$ cat src/rtl/buffered_fanout_tree_pkg.sv
// Shared sizing helpers for the registered fanout tree.
// Level count, copies per level and parent mapping are all derived here.
package buffered_fanout_tree_pkg;

    function automatic int unsigned pow_f(input int unsigned f, input int unsigned e);
        int unsigned p;
        p = 1;
        for (int unsigned i = 0; i < e; i++) p = p * f;
        return p;
    endfunction

    // ceil(log_f(n)), never below 1
    function automatic int unsigned clog_f(input int unsigned n, input int unsigned f);
        int unsigned r;
        int unsigned p;
        r = 1;
        p = f;
        while (p < n) begin
            p = p * f;
            r = r + 1;
        end
        return r;
    endfunction

    // copies at level k of an l-level tree; k = 0 is the single source
    function automatic int unsigned copies(input int unsigned n, input int unsigned f,
                                           input int unsigned l, input int unsigned k);
        int unsigned s;
        s = pow_f(f, l - k);
        return (n + s - 1) / s;
    endfunction

    function automatic int unsigned parent(input int unsigned j, input int unsigned f);
        return j / f;
    endfunction

endpackage

$ cat src/rtl/buffered_fanout_tree_if.sv
// Producer/consumer bundle of the fanout tree: one source port, N_OUT sink ports.
interface buffered_fanout_tree_if #(
    parameter int unsigned WIDTH = 8,
    parameter int unsigned N_OUT = 20
) ();
    import buffered_fanout_tree_pkg::*;

    logic                   in_valid;
    logic                   in_ready;
    logic [WIDTH-1:0]       in_data;
    logic [N_OUT-1:0]       in_mask;
    logic [N_OUT-1:0]       out_valid;
    logic [N_OUT-1:0]       out_ready;
    logic [N_OUT*WIDTH-1:0] out_data;
    logic                   busy;

    modport master (
        output in_valid, in_data, in_mask, out_ready,
        input  in_ready, out_valid, out_data, busy
    );

    modport slave (
        input  in_valid, in_data, in_mask, out_ready,
        output in_ready, out_valid, out_data, busy
    );

endinterface

$ cat src/rtl/fanout_tree_level.sv
// One register level of the tree: NC copies of {valid, data, mask slice},
// each fed by its parent copy, all advancing together on adv.
module fanout_tree_level
    import buffered_fanout_tree_pkg::*;
#(
    parameter int unsigned WIDTH  = 8,
    parameter int unsigned FANOUT = 5,
    parameter int unsigned NP     = 1,
    parameter int unsigned NC     = 4,
    parameter int unsigned SPAN   = 5
) (
    input  logic                  clk,
    input  logic                  rst,
    input  logic                  adv,
    input  logic [NP-1:0]         up_valid,
    input  logic [NP*WIDTH-1:0]   up_data,
    input  logic [NC*SPAN-1:0]    up_mask,
    output logic [NC-1:0]         valid,
    output logic [NC*WIDTH-1:0]   data,
    output logic [NC*SPAN-1:0]    mask
);

    // Copy j owns sinks [j*SPAN, j*SPAN+SPAN-1], which is exactly the same
    // bit range of the parent-level mask vector, so the mask copies straight.
    always_ff @(posedge clk or posedge rst) begin
        if (rst) begin
            valid <= '0;
            data  <= '0;
            mask  <= '0;
        end else if (adv) begin
            for (int unsigned j = 0; j < NC; j++) begin
                valid[j]                <= up_valid[parent(j, FANOUT)];
                data[j*WIDTH +: WIDTH]  <= up_data[parent(j, FANOUT)*WIDTH +: WIDTH];
            end
            mask <= up_mask;
        end
    end

endmodule

$ cat src/rtl/buffered_fanout_tree.sv
// Registered fanout tree: broadcasts one token stream to N_OUT sinks through
// L register levels, ending in an eager fork with per-sink handshakes.
module buffered_fanout_tree
    import buffered_fanout_tree_pkg::*;
#(
    parameter int unsigned WIDTH      = 8,
    parameter int unsigned N_OUT      = 20,
    parameter int unsigned MAX_FANOUT = 5,
    parameter bit          INVERT     = 1'b1
) (
    input  logic                    clk,
    input  logic                    rst,
    buffered_fanout_tree_if.slave   bus
);

    localparam int unsigned L  = clog_f(N_OUT, MAX_FANOUT);
    localparam int unsigned MW = pow_f(MAX_FANOUT, L);

    // Index 0 is the source port viewed as a one-copy level.
    logic [N_OUT-1:0]       lvl_valid [L+1];
    logic [N_OUT*WIDTH-1:0] lvl_data  [L+1];
    logic [MW-1:0]          lvl_mask  [L+1];
    logic [L-1:0]           lvl_busy;

    logic [N_OUT-1:0] acked;
    logic [N_OUT-1:0] pending;
    logic             adv;

    assign lvl_valid[0] = N_OUT'(bus.in_valid);
    assign lvl_data[0]  = (N_OUT*WIDTH)'(bus.in_data);
    assign lvl_mask[0]  = MW'(bus.in_mask);

    for (genvar k = 1; k <= L; k++) begin : g_lvl
        localparam int unsigned NC   = copies(N_OUT, MAX_FANOUT, L, k);
        localparam int unsigned NP   = copies(N_OUT, MAX_FANOUT, L, k - 1);
        localparam int unsigned SPAN = pow_f(MAX_FANOUT, L - k);

        fanout_tree_level #(
            .WIDTH  (WIDTH),
            .FANOUT (MAX_FANOUT),
            .NP     (NP),
            .NC     (NC),
            .SPAN   (SPAN)
        ) u_level (
            .clk      (clk),
            .rst      (rst),
            .adv      (adv),
            .up_valid (lvl_valid[k-1][NP-1:0]),
            .up_data  (lvl_data[k-1][NP*WIDTH-1:0]),
            .up_mask  (lvl_mask[k-1][NC*SPAN-1:0]),
            .valid    (lvl_valid[k][NC-1:0]),
            .data     (lvl_data[k][NC*WIDTH-1:0]),
            .mask     (lvl_mask[k][NC*SPAN-1:0])
        );

        if (NC < N_OUT) begin : g_pad
            assign lvl_valid[k][N_OUT-1:NC]             = '0;
            assign lvl_data[k][N_OUT*WIDTH-1:NC*WIDTH] = '0;
        end
        if (NC * SPAN < MW) begin : g_mpad
            assign lvl_mask[k][MW-1:NC*SPAN] = '0;
        end

        assign lvl_busy[k-1] = |lvl_valid[k][NC-1:0];
    end

    // A sink that already took the leaf token stays quiet until the tree advances.
    always_comb begin
        pending = '0;
        pending = lvl_valid[L] & lvl_mask[L][N_OUT-1:0] & ~acked;
    end

    assign adv = &(~pending | bus.out_ready);

    always_ff @(posedge clk or posedge rst) begin
        if (rst) begin
            acked <= '0;
        end else if (adv) begin
            acked <= '0;
        end else begin
            acked <= acked | (pending & bus.out_ready);
        end
    end

    assign bus.in_ready  = adv;
    assign bus.out_valid = pending;
    assign bus.out_data  = INVERT ? ~lvl_data[L] : lvl_data[L];
    assign bus.busy      = |lvl_busy;

endmodule

$ cat src/flat_wrapper.sv
// flat-port wrapper written by rule: the top's interface ports become plain ports
module buffered_fanout_tree_flat import buffered_fanout_tree_pkg::*;
#(
    parameter int unsigned WIDTH      = 8,
    parameter int unsigned N_OUT      = 20,
    parameter int unsigned MAX_FANOUT = 5,
    parameter bit          INVERT     = 1'b1
)
  (clk, rst, bus_in_valid, bus_in_data, bus_in_mask, bus_out_ready, bus_in_ready, bus_out_valid, bus_out_data, bus_busy);
  buffered_fanout_tree_if #(.WIDTH(WIDTH), .N_OUT(N_OUT)) bus_i ();
  input  logic clk;
  input  logic rst;
  input wire logic [$bits(bus_i.in_valid)-1:0] bus_in_valid;
  input wire logic [$bits(bus_i.in_data)-1:0] bus_in_data;
  input wire logic [$bits(bus_i.in_mask)-1:0] bus_in_mask;
  input wire logic [$bits(bus_i.out_ready)-1:0] bus_out_ready;
  output wire logic [$bits(bus_i.in_ready)-1:0] bus_in_ready;
  output wire logic [$bits(bus_i.out_valid)-1:0] bus_out_valid;
  output wire logic [$bits(bus_i.out_data)-1:0] bus_out_data;
  output wire logic [$bits(bus_i.busy)-1:0] bus_busy;
  assign bus_i.in_valid = bus_in_valid;
  assign bus_i.in_data = bus_in_data;
  assign bus_i.in_mask = bus_in_mask;
  assign bus_i.out_ready = bus_out_ready;
  assign bus_in_ready = bus_i.in_ready;
  assign bus_out_valid = bus_i.out_valid;
  assign bus_out_data = bus_i.out_data;
  assign bus_busy = bus_i.busy;
  buffered_fanout_tree #(.WIDTH(WIDTH), .N_OUT(N_OUT), .MAX_FANOUT(MAX_FANOUT), .INVERT(INVERT)) u_core (.clk(clk), .rst(rst), .bus(bus_i));
endmodule
$ cat config.mk
export PLATFORM = sky130hd
export DESIGN_NAME = buffered_fanout_tree_flat
export DESIGN_NICKNAME = d
export VERILOG_FILES = /design/src/rtl/buffered_fanout_tree_pkg.sv /design/src/rtl/buffered_fanout_tree_if.sv /design/src/rtl/fanout_tree_level.sv /design/src/rtl/buffered_fanout_tree.sv /design/src/flat_wrapper.sv
export SDC_FILE = /design/constraint.sdc
export NUM_CORES = 1
export LEC_CHECK = 0
export ABC_AREA = 1
export CORE_MARGIN = 3
export CORE_UTILIZATION = 42
export DETAILED_ROUTE_END_ITERATION = 8
export GPL_TIMING_DRIVEN = 1
export HOLD_SLACK_MARGIN = 0.05
export PLACE_DENSITY = 0.81
export SLEW_MARGIN = 15
export SYNTH_ARGS = -nofsm -noshare
export SYNTH_HDL_FRONTEND = slang
export SYNTH_SLANG_ARGS = --single-unit
$ cat constraint.sdc
create_clock -name clk -period 3.3 [get_ports clk]
set_clock_uncertainty 0.15 [all_clocks]
set_input_delay 0.33 -clock clk [delete_from_list [all_inputs] [get_ports clk]]
set_output_delay 0.33 -clock clk [all_outputs]
set_load 0.02 [all_outputs]
==> metrics.txt, run 1 <==
outcome finished clean; postcts setup bufs 0; IO buf count between 200 and 250; fraction of final layout cells sized beyond drive strength 1 0.0478; Clock Sinks 78; Clock Latency Late Sink 0.33 ns; Syn Area/Cell 8.01 um2; Initial Util 0.438; Fillers 1038; cts hold-fix bufs 0; Routed Antenna Nets 0; leading area contributor after synthesis dfrtp_1; die area 13500 um2; root buffer cell clkbuf_16; crit share post-route 0.937; number of synthesized flops with an enable pin 0; Switching Fraction 0.487; syn_nets 686; PwrDens ~1300 nW/um2; reg2reg path depth 7; final wirelength 12700 um; Cell Rows 39; worst path required time 2.82 ns; Reg power frac 0.197; Post-Syn Area 5080 um2; CTS Buf Count 9; Max stage delay cell, worst path dfrtp_1; Leakage 3.16 nW; detailed router's first-iteration violation count between 200 and 250; Seq/Total Area, Yosys 0.384; post-DP HPWL about 9000 um; area post-placement 6340 um2; Synth Flop Type dfrtp_1; crit end category output pin; vias 4100; grt peak-use layer met2; diodes inserted 0; met1 Usage GRT 0.224; CTS tree done; final hold violation count 0; final setup vio count 0; P_sw between 4 and 5 mW; most frequent cell after synthesis buf_4; highest clock rate 323 MHz; die height 116 um; clk buf depth 2; synthesized instance count 635; antenna violations before repair 0; critical path arrival roughly 2.6 ns; synth unique cells 18; cts repair resizes 0; Total Routing Usage GR 0.184; Reg2Reg Launch Point u_core.g_lvl[2].u_level.valid[0]$_DFFE_PP0P_; worst path cell trace clkinv_1 -> buf_4 -> nor3_1 -> clkdlybuf4s50_1; Max stage delay on crit path around 0.84 ns; # nets final 758; worst min path class in2async; Initial DRT Pass Iterations 4; ys async rst share 1.00; Residual DRC 0; total gr overflow 0; Slew Limit Headroom 0.345; Comb power frac 0.687; RSZ-0062 raised after global routing no; worst slew pin tran 0.981 ns; WL/cell roughly 15 um; Die W 116 um; CP Launch Point u_core.g_lvl[2].u_level.valid[0]$_DFFE_PP0P_; Yosys reg bits 78; Tmin final 3.09 ns; met3 usage 0.0292; first-pass GRT wire length a little under 20000 um; final instance area 6640 um2; area grow syn2layout 30.5%; largest net degree at the start of global routing 58; Synth top area share 0.384; max_cap viols 0; Ports 233; fin. max-slew vios 0; Synth area leaders dfrtp_1 (38%), buf_4 (23%), o21bai_1 (8.4%), inv_1 (7.3%), nand2_1 (7.1%); Yosys warning total 0; crit start category flip-flop; M2 GR Usage 0.335; Setup CP Type reg2out; Clock transition at path regs 0.06 ns; CORE AREA 11600 um2; vias in the first global route between 3000 and 4000; internal power 4.38 mW; maximum vdd drop 0.688 mV; Setup TNS Final 0 ns; CP Max Fanout 21; gpl congestion between 0.8 and 0.9; average vias per placed instance 4.80; Synth top cells by count buf_4 (155), inv_1 (99), nand2_1 (96), dfrtp_1 (78), nand3_1 (58); clock network fraction of total power 0.116; H-Tree Depth 3
-- sequential cells by signal, indices dropped and copies added (netlist names) --
register,count
u_core.acked,20
u_core.g_lvl.u_level.mask,40
u_core.g_lvl.u_level.data,16
u_core.g_lvl.u_level.valid,2
-- cell usage in the layout (no fill, tap or decap), drive strengths merged --
| cell | n |
|---|---|
| clkdlybuf4s50 | 232 |
| inv | 100 |
| nand2 | 96 |
| dfrtp | 78 |
| nand3 | 59 |
| o21bai | 57 |
| a21oi | 20 |
| nor3 | 17 |
| nand4 | 16 |
| buf | 10 |
| nor2 | 10 |
| clkbuf | 9 |
| clkinvlp | 3 |
| clkinv | 2 |
| o21ai | 1 |
| bufinv | 1 |
-- logic make-up (layout without fill, tap and decap cells) --
group	Yosys count	in the layout	share of synthesized area
buffers and inverters	281	357	0.335
and+or+nand+nor	198	198	0.176
AOI/OAI and AO/OA	78	78	0.105
DFF	78	78	0.384
-- layer usage --
| layer | wire length [um] | part of all wire |
|---|---|---|
| met5 | 0 | 0 |
| met4 | 175 | 0.014 |
| met3 | 791 | 0.062 |
| met2 | 6660 | 0.52 |
| met1 | 5080 | 0.40 |
-- worst paths after layout --
kind	to	slack (ns)
max reg2reg	u_core.g_lvl[1].u_level.mask[11]$_DFFE_PP0P_	0.75
min	u_core.g_lvl[1].u_level.data[23]$_DFFE_PP0P_	0.23
max in group asynchronous	u_core.g_lvl[2].u_level.mask[12]$_DFFE_PP0P_	2.02
min in group clk	u_core.g_lvl[2].u_level.valid[0]$_DFFE_PP0P_	0.32
max	bus_out_valid[10]	0.21
min reg2reg	u_core.g_lvl[2].u_level.valid[0]$_DFFE_PP0P_	0.32
-- worst max-delay path, delay by kind of cell, from the launching register on --
kind                   cells  cell delay [ns]
buffers and inverters      3             1.11
AND/OR/NAND/NOR            1             0.32
flip-flops                 1             0.84
-- power groups by stage --
stage               Sequential, mW  Combinational [mW]  Clock [mW]
floorplan                     1.62                4.67           0
global placement              1.67                5.77           0
detailed placement            1.69                5.92           0
CTS                           1.68                5.93        1.01
global route                  1.74                6.36        1.05
finish                        1.68                5.87       0.994
-- metrics by stage --
step	cells	power, mW	util	setup slack, ns	hold WS [ns]
after CTS	854	8.62	0.571	0.233	0.248
after floorplan	635	6.28	-	0.825	0.281
after detailed placement	839	7.61	0.546	0.612	0.308
after global routing	854	9.15	0.571	0.0277	0.279
after global placement	839	7.43	0.546	0.637	0.302
final	854	8.54	0.571	0.209	0.234
-- area by class of cell --
type                            instances  area, um2  area share
Tap cell                              143        179      0.0270
Clock inverter                          6       70.1      0.0106
Multi-Input combinational cell        276       1440       0.216
Timing Repair Buffer                  242       2400       0.361
Clock buffer                            9        225      0.0339
Inverter                              100        377      0.0567
Sequential cell                        78       1950       0.294
Power figures use the tool's default switching activity.
==> inputs of run 2 (changes only) <==
CELL_PAD_IN_SITES_DETAIL_PLACEMENT = 0   (was unset)
CELL_PAD_IN_SITES_GLOBAL_PLACEMENT = 1   (was unset)
CORE_UTILIZATION = 30   (was 42)
PLACE_DENSITY = unset   (was 0.81)
PLACE_DENSITY_LB_ADDON = 0.1   (was unset)
clock period = 2.9 ns   (was 3.3 ns; I/O delays follow)
==> run 2 against run 1 <==
  * Power grew 15%
  * Sequential power grew 12%
  * Final area grew 2.2%
  * Utilization is 15 points lower
  * Clock power grew 5%
  * Setup slack got worse by 0.053 ns
  * Largest power group unchanged
  * Register-to-register slack lost 0.08 ns
  * Largest cell class unchanged
  * Sequential share of layout area is 0.63 points lower
  * Non-clock buffer count increased by 3
  * Critical endpoint is now bus_out_valid[14]
  * Sequential cell count stayed put
==> metrics.txt, run 2 (same netlist as run 1, synthesis figures left out) <==
outcome finished clean; Ports 233 (unchanged); Clock transition at path regs 0.06 ns (about the same); Fillers 1614 (+55%); die area 18500 um2 (+38%); Residual DRC 0 (unchanged); internal power 5.07 mW (+16%); largest net degree at the start of global routing 59 (+1.7%); gpl congestion 0.761 (-13%); critical path arrival 2.30 ns (-0.31 ns); Clock Latency Late Sink 0.33 ns (about the same); max_cap viols 0 (unchanged); crit share post-route 0.946; final wirelength 13500 um (+6.3%); Total Routing Usage GR 0.148 (-0.0357); cts hold-fix bufs 0 (unchanged); maximum vdd drop 0.671 mV (-2.4%); Switching Fraction 0.483 (-0.00393); clock network fraction of total power 0.106 (-0.010); crit start category flip-flop; CORE AREA 16200 um2 (+40%); Design Power 9.80 mW (+15%); Reg2Reg Launch Point u_core.g_lvl[2].u_level.valid[0]$_DFFE_PP0P_; Slew Limit Headroom 0.496 (+0.151); clk buf depth 2 (unchanged); Initial DRT Pass Iterations 4 (unchanged); max reg flops 40 (unchanged); Tmin final 2.74 ns; Clock Sinks 78 (unchanged); CTS tree done; vias in the first global route 4073 (+2.6%); area grow syn2layout 33.4%; fin. max-slew vios 0 (unchanged); P_sw 4.73 mW (+14%); vias 4027 (-1.8%); total gr overflow 0 (unchanged); Setup Slack @ Placement 0.230 ns (-0.383 ns); fraction of final layout cells sized beyond drive strength 1 0.0490 (+0.00120); reg2reg path depth 11 (+4); IO buf count 232 (unchanged); commonest non-fill, non-tap cell in the layout clkdlybuf4s50_1; post-DP HPWL 9340 um (+2.1%); Setup CP Type reg2out; RSZ-0062 raised after global routing no; detailed router's first-iteration violation count 117 (-42%); worst min path class in2async; commonest non-fill, non-tap cells in the layout clkdlybuf4s50_1 (230), inv_1 (97), nand2_1 (95); final setup vio count 0 (unchanged); Die W 136 um (+17%); Reg power frac 0.193 (-0.004); Reg2Reg Setup Slack 0.67 ns (-0.08 ns); CTS Buf Count 9 (unchanged); average vias per placed instance 4.33 (-9.8%); final hold violation count 0 (unchanged); Comb power frac 0.701 (+0.014); first-pass GRT wire length 21700 um (+9.0%); postcts setup bufs 0 (unchanged); # nets final 761 (+0.40%); WL/cell 14.5 um (-2.4%); CP Max Fanout 16 (-24%); post-route worst setup slack 0.156 ns (-0.0529 ns); die height 136 um (+17%); Setup TNS Final 0 ns (unchanged); Leakage 3.22 nW (+1.8%); H-Tree Depth 3 (unchanged); reg-to-reg endpoint u_core.g_lvl[1].u_level.data[23]$_DFFE_PP0P_; diodes inserted 0 (unchanged); biggest regs u_core.g_lvl.u_level.mask: 40 flops, u_core.acked: 20 flops, u_core.g_lvl.u_level.data: 16 flops; worst slew pin tran 0.755 ns (-0.227 ns); PwrDens 1440 nW/um2 (+12%); worst path required time 2.46 ns (-0.36 ns); Cell Rows 46 (+18%); Routed Antenna Nets 0 (unchanged); antenna violations before repair 0 (unchanged); root buffer cell clkbuf_16; crit end category output pin; Reg with most FFs u_core.g_lvl.u_level.mask; Initial Util 0.313 (-0.125); highest clock rate 364 MHz
run 2: cell types whose count changed in the layout (fill, tap and decap cells not counted), moves of 2 or more:
cell / delta
buf_12: +4
clkbuf_1: +3
clkbuf_8: +2
clkdlybuf4s50_1: -2
clkinvlp_4: -2
dlymetal6s2s_1: +2
inv_6: -2
run 2: area by class of cell:
| cell class | count | area [um2] | area share |
|---|---|---|---|
| clock buffer | 14 | 264 | 0.0389 |
| inverter | 100 | 380 | 0.0561 |
| clock inverter | 1 | 5.00 | 0.000738 |
| tap | 216 | 270 | 0.0398 |
| sequential | 78 | 1950 | 0.288 |
| timing repair buffer | 245 | 2470 | 0.365 |
| multi-input combinational | 276 | 1440 | 0.212 |
run 2: layer usage:
| metal | GRT usage | vias up | share of wire |
|---|---|---|---|
| met5 | 0 | - | 0 |
| li1 | - | 1973 | - |
| met3 | 0.0226 | 13 | 0.059 |
| met2 | 0.270 | 139 | 0.51 |
| met4 | 0.0470 | 0 | 0.014 |
| met1 | 0.178 | 1902 | 0.42 |
run 2: metrics by stage:
step                cell area, um2  utilization  hold slack, ns  cells
global placement              6500        0.401           0.317    915
global route                  6780        0.418           0.311    930
finish                        6780        0.418           0.243    930
floorplan                     5080            -           0.281    635
detailed placement            6500        0.401           0.316    915
CTS                           6770        0.417           0.260    930
run 2: critical path: stages (launching register included):
cell and delay, ns:
dfrtp_1 0.32, buf_4 0.25, clkinvlp_4 0.20, buf_4 0.19, nor3_1 0.32, clkdlybuf4s50_1 0.69
run 2: what timing repair did:
item	CTS	global route
resized for setup	0	3
endpoints found under the setup margin	0	8
hold endpoints to repair	0	0
run 2: worst max path at each step:
stage                                                            start                   endpoint  slack, ns  cells after the start
final                     u_core.g_lvl[2].u_level.valid[0]$_DFFE_PP0P_          bus_out_valid[14]       0.16                      5
after global routing      u_core.g_lvl[2].u_level.valid[0]$_DFFE_PP0P_          bus_out_valid[10]       0.02                      5
after CTS                 u_core.g_lvl[2].u_level.valid[0]$_DFFE_PP0P_               bus_in_ready       0.04                      8
after detailed placement                             bus_out_ready[15]               bus_in_ready       0.23                      8
after global placement                               bus_out_ready[18]               bus_in_ready       0.23                      8
after floorplan                                                    rst  u_core.acked[0]$_DFF_PP0_       0.46                      1
run 2: power by group through the flow:
stage | clock network [mW] | registers [mW] | logic [mW]
finish | 1.04 | 1.89 | 6.87
global route | 1.14 | 1.95 | 7.50
detailed placement | 0 | 1.90 | 7.01
floorplan | 0 | 1.84 | 5.31
CTS | 1.08 | 1.89 | 7.02
global placement | 0 | 1.89 | 6.97
